--- config.mk ---
export PLATFORM = sky130hd
export DESIGN_NAME = edge_capture_unit_flat
export DESIGN_NICKNAME = d
export VERILOG_FILES = /design/src/rtl/edge_capture_pkg.sv /design/src/rtl/edge_capture_unit_if.sv /design/src/rtl/ecu_channel.sv /design/src/rtl/edge_capture_unit.sv /design/src/flat_wrapper.sv
export SDC_FILE = /design/constraint.sdc
export NUM_CORES = 1
export LEC_CHECK = 0
export CAP_MARGIN = 20
export CORE_ASPECT_RATIO = 2
export CORE_MARGIN = 2
export CORE_UTILIZATION = 50
export DETAILED_ROUTE_END_ITERATION = 8
export PLACE_DENSITY = 0.69
export SLEW_MARGIN = 30
export SYNTH_ARGS = -nofsm -noshare
export SYNTH_HDL_FRONTEND = slang
export SYNTH_SLANG_ARGS = --single-unit
--- constraint.sdc ---
create_clock -name clk -period 2.48 [get_ports clk]
set_clock_uncertainty 0.15 [all_clocks]
set_input_delay 0.496 -clock clk [delete_from_list [all_inputs] [get_ports clk]]
set_output_delay 0.496 -clock clk [all_outputs]
set_load 0.03 [all_outputs]
--- src/rtl/edge_capture_pkg.sv ---
// Shared definitions for the edge capture unit: register map addresses and
// the constant function giving a counter's saturation value.
package edge_capture_pkg;

    localparam int ADDR_CAPTURE  = 0;
    localparam int ADDR_IRQ_MASK = 1;
    localparam int ADDR_RISE_EN  = 2;
    localparam int ADDR_FALL_EN  = 3;
    localparam int ADDR_CNT_CLR  = 4;

    // Largest value an unsigned counter of the given width can hold.
    function automatic logic [31:0] cnt_saturate(input int width);
        if (width >= 32) begin
            return 32'hFFFF_FFFF;
        end
        return (32'd1 << width) - 32'd1;
    endfunction

endpackage

--- src/rtl/edge_capture_unit_if.sv ---
// Register bus of the edge capture unit: write strobe, address, write and
// read data, the interrupt and done flags, and the counter peek port.
// The master side is the bus decoder, the slave side is the unit itself.
interface edge_capture_unit_if #(
    parameter int NUM_INPUTS = 12,
    parameter int CNT_W      = 8,
    parameter int ADDR_W     = 3
);
    localparam int SEL_W = (NUM_INPUTS > 1) ? $clog2(NUM_INPUTS) : 1;

    logic                  we;
    logic [ADDR_W-1:0]     register_addr;
    logic [NUM_INPUTS-1:0] wr_data;
    logic [NUM_INPUTS-1:0] rd_data;
    logic                  irq;
    logic                  done;
    logic [SEL_W-1:0]      cnt_sel;
    logic [CNT_W-1:0]      cnt_data;

    modport master (
        output we, register_addr, wr_data, cnt_sel,
        input  rd_data, irq, done, cnt_data
    );

    modport slave (
        input  we, register_addr, wr_data, cnt_sel,
        output rd_data, irq, done, cnt_data
    );
endinterface

--- src/rtl/ecu_channel.sv ---
// One input channel: remembers the previous input level, detects the enabled
// edges, holds the sticky capture bit and a saturating event counter.
module ecu_channel
    import edge_capture_pkg::*;
#(
    parameter int CNT_W = 8
) (
    input  logic             clk,
    input  logic             rst_n,
    input  logic             enable,
    input  logic             primed,
    input  logic             din,
    input  logic             rise_en,
    input  logic             fall_en,
    input  logic             clr_capture,
    input  logic             clr_cnt,
    output logic             capture,
    output logic [CNT_W-1:0] cnt
);
    localparam logic [CNT_W-1:0] CNT_MAX = CNT_W'(cnt_saturate(CNT_W));

    logic prev;
    logic edge_det;

    // Edge qualification; nothing is reported until the channel has a valid previous level.
    always_comb begin
        edge_det = primed & ((rise_en & din & ~prev) | (fall_en & ~din & prev));
    end

    // Previous level, sticky capture (a new edge beats a clear) and saturating counter.
    always_ff @(posedge clk) begin
        if (!rst_n) begin
            prev    <= 1'b0;
            capture <= 1'b0;
            cnt     <= '0;
        end else if (enable) begin
            prev    <= din;
            capture <= (capture & ~clr_capture) | edge_det;
            if (clr_cnt) begin
                cnt <= edge_det ? CNT_W'(1) : '0;
            end else if (edge_det && (cnt != CNT_MAX)) begin
                cnt <= cnt + CNT_W'(1);
            end
        end
    end
endmodule

--- src/rtl/edge_capture_unit.sv ---
// Edge capture unit: per-channel programmable edge detection with sticky
// capture, event counters, a small register file and a masked interrupt.
// Build option ECU_IRQ_PULSE_EN turns the level interrupt into a one-cycle
// pulse on each new masked capture.
module edge_capture_unit
    import edge_capture_pkg::*;
#(
    parameter int NUM_INPUTS = 12,
    parameter int CNT_W      = 8,
    parameter int ADDR_W     = 3
) (
    input  logic                  clk,
    input  logic                  rst_n,
    input  logic                  enable,
    input  logic [NUM_INPUTS-1:0] noise_canc,
    edge_capture_unit_if.slave    bus
);
    logic                  primed;
    logic [NUM_INPUTS-1:0] mask;
    logic [NUM_INPUTS-1:0] rise_en;
    logic [NUM_INPUTS-1:0] fall_en;
    logic [NUM_INPUTS-1:0] capture;
    logic [NUM_INPUTS-1:0] clr_capture;
    logic [NUM_INPUTS-1:0] clr_cnt;
    logic [CNT_W-1:0]      cnt_arr [NUM_INPUTS];
    logic                  wr_ok;
    logic                  sel_capture;
    logic                  sel_cnt_clr;
    logic                  done_q;
    logic                  irq_q;

    assign wr_ok       = bus.we & enable;
    assign sel_capture = (bus.register_addr == ADDR_W'(ADDR_CAPTURE));
    assign sel_cnt_clr = (bus.register_addr == ADDR_W'(ADDR_CNT_CLR));
    assign clr_capture = (wr_ok && sel_capture) ? bus.wr_data : '0;
    assign clr_cnt     = (wr_ok && sel_cnt_clr) ? bus.wr_data : '0;

    // The first enabled cycle after reset only loads the previous levels.
    always_ff @(posedge clk) begin
        if (!rst_n) begin
            primed <= 1'b0;
        end else if (enable) begin
            primed <= 1'b1;
        end
    end

    // Read/write configuration registers.
    always_ff @(posedge clk) begin
        if (!rst_n) begin
            mask    <= '0;
            rise_en <= '1;
            fall_en <= '0;
        end else if (wr_ok) begin
            if (bus.register_addr == ADDR_W'(ADDR_IRQ_MASK)) mask    <= bus.wr_data;
            if (bus.register_addr == ADDR_W'(ADDR_RISE_EN))  rise_en <= bus.wr_data;
            if (bus.register_addr == ADDR_W'(ADDR_FALL_EN))  fall_en <= bus.wr_data;
        end
    end

    for (genvar i = 0; i < NUM_INPUTS; i++) begin : g_ch
        ecu_channel #(.CNT_W(CNT_W)) u_ch (
            .clk         (clk),
            .rst_n       (rst_n),
            .enable      (enable),
            .primed      (primed),
            .din         (noise_canc[i]),
            .rise_en     (rise_en[i]),
            .fall_en     (fall_en[i]),
            .clr_capture (clr_capture[i]),
            .clr_cnt     (clr_cnt[i]),
            .capture     (capture[i]),
            .cnt         (cnt_arr[i])
        );
    end

    // Acknowledge every accepted CAPTURE write with a one-cycle pulse.
    always_ff @(posedge clk) begin
        if (!rst_n) begin
            done_q <= 1'b0;
        end else if (enable) begin
            done_q <= wr_ok & sel_capture;
        end
    end

`ifdef ECU_IRQ_PULSE_EN
    logic [NUM_INPUTS-1:0] cm_q;

    // Pulse once when any masked capture bit newly turns on.
    always_ff @(posedge clk) begin
        if (!rst_n) begin
            cm_q  <= '0;
            irq_q <= 1'b0;
        end else if (enable) begin
            cm_q  <= capture & mask;
            irq_q <= |((capture & mask) & ~cm_q);
        end
    end
`else
    // Level interrupt: any masked capture bit set in the previous cycle.
    always_ff @(posedge clk) begin
        if (!rst_n) begin
            irq_q <= 1'b0;
        end else if (enable) begin
            irq_q <= |(capture & mask);
        end
    end
`endif

    // Combinational register read; CNT_CLR and unmapped addresses read zero.
    always_comb begin
        bus.rd_data = '0;
        if (bus.register_addr == ADDR_W'(ADDR_CAPTURE))  bus.rd_data = capture;
        if (bus.register_addr == ADDR_W'(ADDR_IRQ_MASK)) bus.rd_data = mask;
        if (bus.register_addr == ADDR_W'(ADDR_RISE_EN))  bus.rd_data = rise_en;
        if (bus.register_addr == ADDR_W'(ADDR_FALL_EN))  bus.rd_data = fall_en;
    end

    assign bus.cnt_data = (32'(bus.cnt_sel) < NUM_INPUTS) ? cnt_arr[bus.cnt_sel] : '0;
    assign bus.done     = done_q;
    assign bus.irq      = irq_q;
endmodule

--- src/flat_wrapper.sv ---
// flat-port wrapper written by rule: the top's interface ports become plain ports
module edge_capture_unit_flat import edge_capture_pkg::*;
#(
    parameter int NUM_INPUTS = 12,
    parameter int CNT_W      = 8,
    parameter int ADDR_W     = 3
)
  (clk, rst_n, enable, noise_canc, bus_we, bus_register_addr, bus_wr_data, bus_cnt_sel, bus_rd_data, bus_irq, bus_done, bus_cnt_data);
  edge_capture_unit_if #(.NUM_INPUTS(NUM_INPUTS), .CNT_W(CNT_W), .ADDR_W(ADDR_W)) bus_i ();
  input  logic clk;
  input  logic rst_n;
  input  logic enable;
  input  logic [NUM_INPUTS-1:0] noise_canc;
  input wire logic [$bits(bus_i.we)-1:0] bus_we;
  input wire logic [$bits(bus_i.register_addr)-1:0] bus_register_addr;
  input wire logic [$bits(bus_i.wr_data)-1:0] bus_wr_data;
  input wire logic [$bits(bus_i.cnt_sel)-1:0] bus_cnt_sel;
  output wire logic [$bits(bus_i.rd_data)-1:0] bus_rd_data;
  output wire logic [$bits(bus_i.irq)-1:0] bus_irq;
  output wire logic [$bits(bus_i.done)-1:0] bus_done;
  output wire logic [$bits(bus_i.cnt_data)-1:0] bus_cnt_data;
  assign bus_i.we = bus_we;
  assign bus_i.register_addr = bus_register_addr;
  assign bus_i.wr_data = bus_wr_data;
  assign bus_i.cnt_sel = bus_cnt_sel;
  assign bus_rd_data = bus_i.rd_data;
  assign bus_irq = bus_i.irq;
  assign bus_done = bus_i.done;
  assign bus_cnt_data = bus_i.cnt_data;
  edge_capture_unit #(.NUM_INPUTS(NUM_INPUTS), .CNT_W(CNT_W), .ADDR_W(ADDR_W)) u_core (.clk(clk), .rst_n(rst_n), .enable(enable), .noise_canc(noise_canc), .bus(bus_i));
endmodule
* Yosys cells after proc, flatten, opt, wreduce, memory -nomap -nowiden
Index checks and enable logic that the tools add are counted.
** Operators by class
- Add/sub/neg operators :: 12
- $lt $le $gt $ge :: 2
- Equal/unequal tests :: 16
- Mux-type cells :: 46
- Bitwise gates (word level) :: 136
- Reduce and logical (&&, ||, !) cells :: 43
** Operators with widths (count)
- 8-bit two-way mux :: 27
- 8-bit by 1-bit adder with 8-bit output (second input constant) :: 12
- 8-bit inequality test (second input constant) :: 12
- 1-bit bitwise AND :: 74
- 12-bit two-way mux :: 6
- 1-bit NOT :: 36
- 8-bit binary-select mux with 4-bit select :: 1
- 2-bit AND reduction :: 15
- 1-bit bitwise OR :: 24
- 2-bit nonzero test :: 12
- 1-bit logical AND :: 14
- 12-bit bitwise AND :: 1
- 1-bit two-way mux :: 12
- 12-bit OR reduction :: 1
- 3-bit by 2-bit equality test with 1-bit output (second input constant) :: 2
- 5-bit >= comparator (second input constant) :: 1
- 4-bit NOT with 5-bit output :: 1
- 4-bit less-than comparator (second input constant) :: 1
- 3-bit by 1-bit equality test with 1-bit output (second input constant) :: 1
- 3-bit equality test (second input constant) :: 1
- 3-bit logical NOT :: 1
** Storage, ports and cells
- Register bits :: 159
- Input port bits :: 35
- Output and inout bits :: 22
- Logic and storage cells :: 297

* Logic depth before layout (Yosys ltp)
- Word-level depth :: 8
- Mapped depth :: 7
- Depth with buffers taken out :: 5

* Modules after synthesis
From an unflattened synthesis, not the netlist that was laid out.
** Second synthesis, totals
- Cell total of the unflattened synthesis :: 1236
- Area total of the unflattened synthesis :: 10266.1 µm²
** Modules (own cells, without submodules)
- ecu_channel :: instances 12, cells an instance 78, area an instance 610.6 µm², sequential area each 200.2 µm²
- edge_capture_unit :: instances 1, cells an instance 300, area an instance 2939.1 µm², sequential area each 780.7 µm²

* Worst setup path before layout
Ideal clock, no wire load.
- Path type :: input -> output
- Start point :: input bus_cnt_sel[3]
- End point :: output bus_cnt_data[5]
- Data arrival time :: 1.921 ns
- Required time :: 1.834 ns
- Path slack :: -0.087 ns
- Stages :: 5
- Cell sequence :: clkbuf_1 -> clkbuf_1 -> mux4_2 -> mux2i_1 -> o22ai_1
** Between the ends
- Longest elaborated chain between the ends :: 5
** Ends and longest elaborated chain
- from (decl) :: line flat_wrapper.sv:17 : input wire logic [$bits(bus_i.cnt_sel)-1:0] bus_cnt_sel;
- 4-bit NOT with 5-bit output (not written as such) :: line edge_capture_unit.sv:118 : assign bus.cnt_data = (32'(bus.cnt_sel) < NUM_INPUTS) ? cnt_arr[bus.cnt_sel] : '0;
- 8-bit binary-select mux with 4-bit select :: line edge_capture_unit.sv:118
- 8-bit two-way mux (not written as such) (2 in series) :: line edge_capture_unit.sv:118
- 8-bit two-way mux * :: line edge_capture_unit.sv:118
- to (decl) :: line flat_wrapper.sv:21 : output wire logic [$bits(bus_i.cnt_data)-1:0] bus_cnt_data;
Every way passes the cells marked *; elsewhere a longest branch is shown, timed or not. The select of a mux whose other input is x is not followed.

* Worst setup path after layout
- Start point :: register u_core.g_ch[9].u_ch.cnt[1]
- End point :: output bus_cnt_data[1]
** Between the ends
- Longest elaborated chain between the ends :: 4
** Ends and longest elaborated chain
- from (decl) :: line ecu_channel.sv:18 : output logic [CNT_W-1:0] cnt
- from (signal assigned) :: line ecu_channel.sv:40 : cnt <= edge_det ? CNT_W'(1) : '0;
- from (signal assigned) :: line ecu_channel.sv:42 : cnt <= cnt + CNT_W'(1);
- 8-bit binary-select mux with 4-bit select :: line edge_capture_unit.sv:118
- 8-bit two-way mux (not written as such) (2 in series) :: line edge_capture_unit.sv:118
- 8-bit two-way mux :: line edge_capture_unit.sv:118
Every way passes these cells. The select of a mux whose other input is x is not followed.

==> results by group <==
Run status
  – Status: completed

Synthesis
  – #FFs+latches synth: 159
  – Synth area leaders: dfxtp_1 (36%), mux4_2 (9.3%), a21oi_1 (5.8%)
  – Ys flop type: dfxtp_1
  – Syn Inst Count: 973
  – Average size of a mapped cell: 8.981 um2
  – Post-synth top area share: 36.43%
  – Most common cell in the netlist: dfxtp_1
  – Number of synthesized flops with an enable pin: 0
  – Synth async-reset ratio: 0%
  – Area leader, netlist: dfxtp_1
  – Seq/Total Area, Yosys: 36.43%
  – Yosys warning total: 0
  – Synth Cell Area: 8738 um2
  – Yosys cell types: 52
  – Post-Syn Nets: 1,020
  – Synth cell count leaders: dfxtp_1 (159), a21oi_1 (101), nand2_1 (83)

Timing
  – Post-route minimum period: 2453 ps
  – Post-route worst setup slack: 26.66 ps
  – Slew @ Worst Pin: 505.6 ps
  – Fin. Hold Viols: 0
  – Slew headroom: 66.03%
  – Hold WS: 339.6 ps
  – Achievable Freq: 407.6 MHz
  – Setup violations, final: 0
  – Final slew viol count: 0
  – Final worst-path cycle share: 98.92%

Pwr
  – Total Power: 5.973 mW
  – Lkg Pwr: 4.251 nW
  – VDD IR max: 0.4467 mV
  – Pwr per Cell Area: 524.0 nW/um2

Setup path
  – Crit path DAT: 1810 ps
  – Cells on worst reg2reg path: 6
  – Data required time of the critical path: 1830 ps
  – CP max FO: 2
  – Critical path type: reg2out
  – Worst Setup End Kind: output pin
  – Startpoint Class: flip-flop

Clocking
  – Clock tree sinks: 159
  – CTS buffer count: 17
  – Clock Path Buffers: 2
  – Clk_lat worst skew: 430 ps
  – Worst-path clk slew: 70 ps
  – H-tree level count: 4
  – CTS Hold Bufs: 0
  – Clock Tree Root: clkbuf_16
  – CTS tree: built

Placement
  – IO Port Bufs: 56
  – Inst Count DP: 1,320
  – Pre-CTS WS: -663.8 ps
  – Placer Congestion: 1.051
  – Post-DP HPWL: 22,540 um

Detailed routing
  – Via count: 8,864
  – Antenna Violating Nets Remaining: 0
  – DR iter-0 viols: 571
  – Vias/cell: 6.499
  – DR DRC count: 0
  – Wirelength per Cell: 21.76 um
  – Pre-antenna DRT Iters: 5
  – Total Wirelength: 29,680 um

GRT
  – Grt ovf: 0
  – Initial antenna violation count: 0
  – GRT Resource Usage Total: 32.09%
  – Pin count of the biggest net entering global routing: 36
  – First-pass GRT wire length: 46,440 um
  – Number of global-route vias before repair: 8,616

Die
  – I/O pin cnt: 57
  – FP Rows: 68
  – Die width: 97.48 um
  – Die Footprint: 18,610 um2
  – Initial core utilization: 50.84%
  – Chip Height: 191.0 um
  – CORE AREA: 17,190 um2

Finish
  – Post-Layout Cell Count: 1,364
  – Area grow syn2layout: 30.46%
  – Fraction of layout cells with a size suffix above 1: 23.14%
  – Final nets: 1,188
  – Ant. Diodes: 0

Flow run
  – Max-capacitance violation count: 0

Worst hold path
  – Hold Crit Depth: 2
  – Min-Delay Path Class: reg2reg
[per-layer routing]
layer	vias up	global-route usage (%)	part of all wire (%)
li1	4103	-	-
met1	4284	31.98	34
met2	351	59.31	53
met3	126	5.411	5.2
met4	0	22.76	7.7
met5	-	0	0
[report_power, final]
| group | switching [mW] | internal, mW |
|---|---|---|
| sequential | 0.0400 | 2.60 |
| combinational | 0.349 | 0.333 |
| clock | 1.11 | 1.55 |
| total | 1.50 | 4.48 |
[critical path, cell delays in order (launching register included)]
cell	delay, ps
dfxtp_1	360
mux4_2	530
mux2i_4	200
o22ai_2	100
buf_2	180
[stage by stage]
step	util, %	TNS, ps	instance area [um2]
floorplan	-	0	8788
global placement	61.63	-18460	10590
detailed placement	61.63	-18370	10590
CTS	65.98	0	11340
global route	66.33	-31.15	11400
finish	66.33	0	11400
[cell usage in the layout, fill, tap and decap left out, types with 10 or more instances in the layout]
cell,synthesis,layout
o31ai_1,47,47
mux4_2,36,36
mux2i_1,46,38
buf_12,0,21
a21oi_1,101,101
buf_4,0,125
a21boi_0,10,10
buf_2,11,18
ha_1,12,12
inv_1,26,25
nor3_1,16,16
or3_1,25,25
or4_1,42,42
nand3_1,55,55
and2_1,12,12
o21ai_0,33,33
nor2b_1,13,13
nor2_1,41,41
nand2_1,83,83
clkbuf_16,0,18
nand3b_1,35,35
clkdlybuf4s50_1,0,31
and4_1,16,16
a21o_1,12,12
a311oi_1,10,10
dfxtp_1,159,157
[final cells by class]
type,count,area [um2]
fill,1384,5787
multi-input combinational,733,5345
sequential,159,3186
timing repair buffer,204,1916
clock buffer,21,460.4
tap,210,262.8
clock inverter,11,132.6
inverter,26,97.59
[timing repair]
action	in CTS	in global routing
endpoints found under the hold margin	0	0
gates cloned	2	1
gates resized for setup	113	10
pin swaps	0	1
setup endpoints to repair	20	8
buffers inserted	8	1
[registers in the layout (all words and copies together), names as in the netlist]
register	cells
u_core.g_ch.u_ch.prev	12
u_core.rise_en	12
u_core.mask	12
u_core.bus.done	1
u_core.fall_en	12
u_core.primed	1
u_core.g_ch.u_ch.capture	12
u_core.g_ch.u_ch.cnt	96
u_core.bus.irq	1
[cell families after synthesis]
| logic type | count (synthesis) | share of synthesized area [%] |
|---|---|---|
| DFF | 159 | 36.43 |
| and+or+nand+nor | 373 | 23.94 |
| buffers and inverters | 81 | 3.909 |
| AOI/OAI and AO/OA | 265 | 19.36 |
| adders and majority gates | 12 | 1.718 |
| muxes | 82 | 14.55 |
| xor gates and xnor gates | 1 | 0.1002 |
[worst paths after layout]
kind	startpoint	endpoint	slack [ps]
min reg2reg	u_core.g_ch[11].u_ch.cnt[5]	u_core.g_ch[11].u_ch.cnt[5]	340
min	u_core.g_ch[11].u_ch.cnt[5]	u_core.g_ch[11].u_ch.cnt[5]	340
max reg2reg	u_core.g_ch[1].u_ch.cnt[0]	u_core.g_ch[1].u_ch.cnt[3]	300
max	u_core.g_ch[9].u_ch.cnt[1]	bus_cnt_data[1]	30
Note: power is estimated with default switching activity, not from simulation.
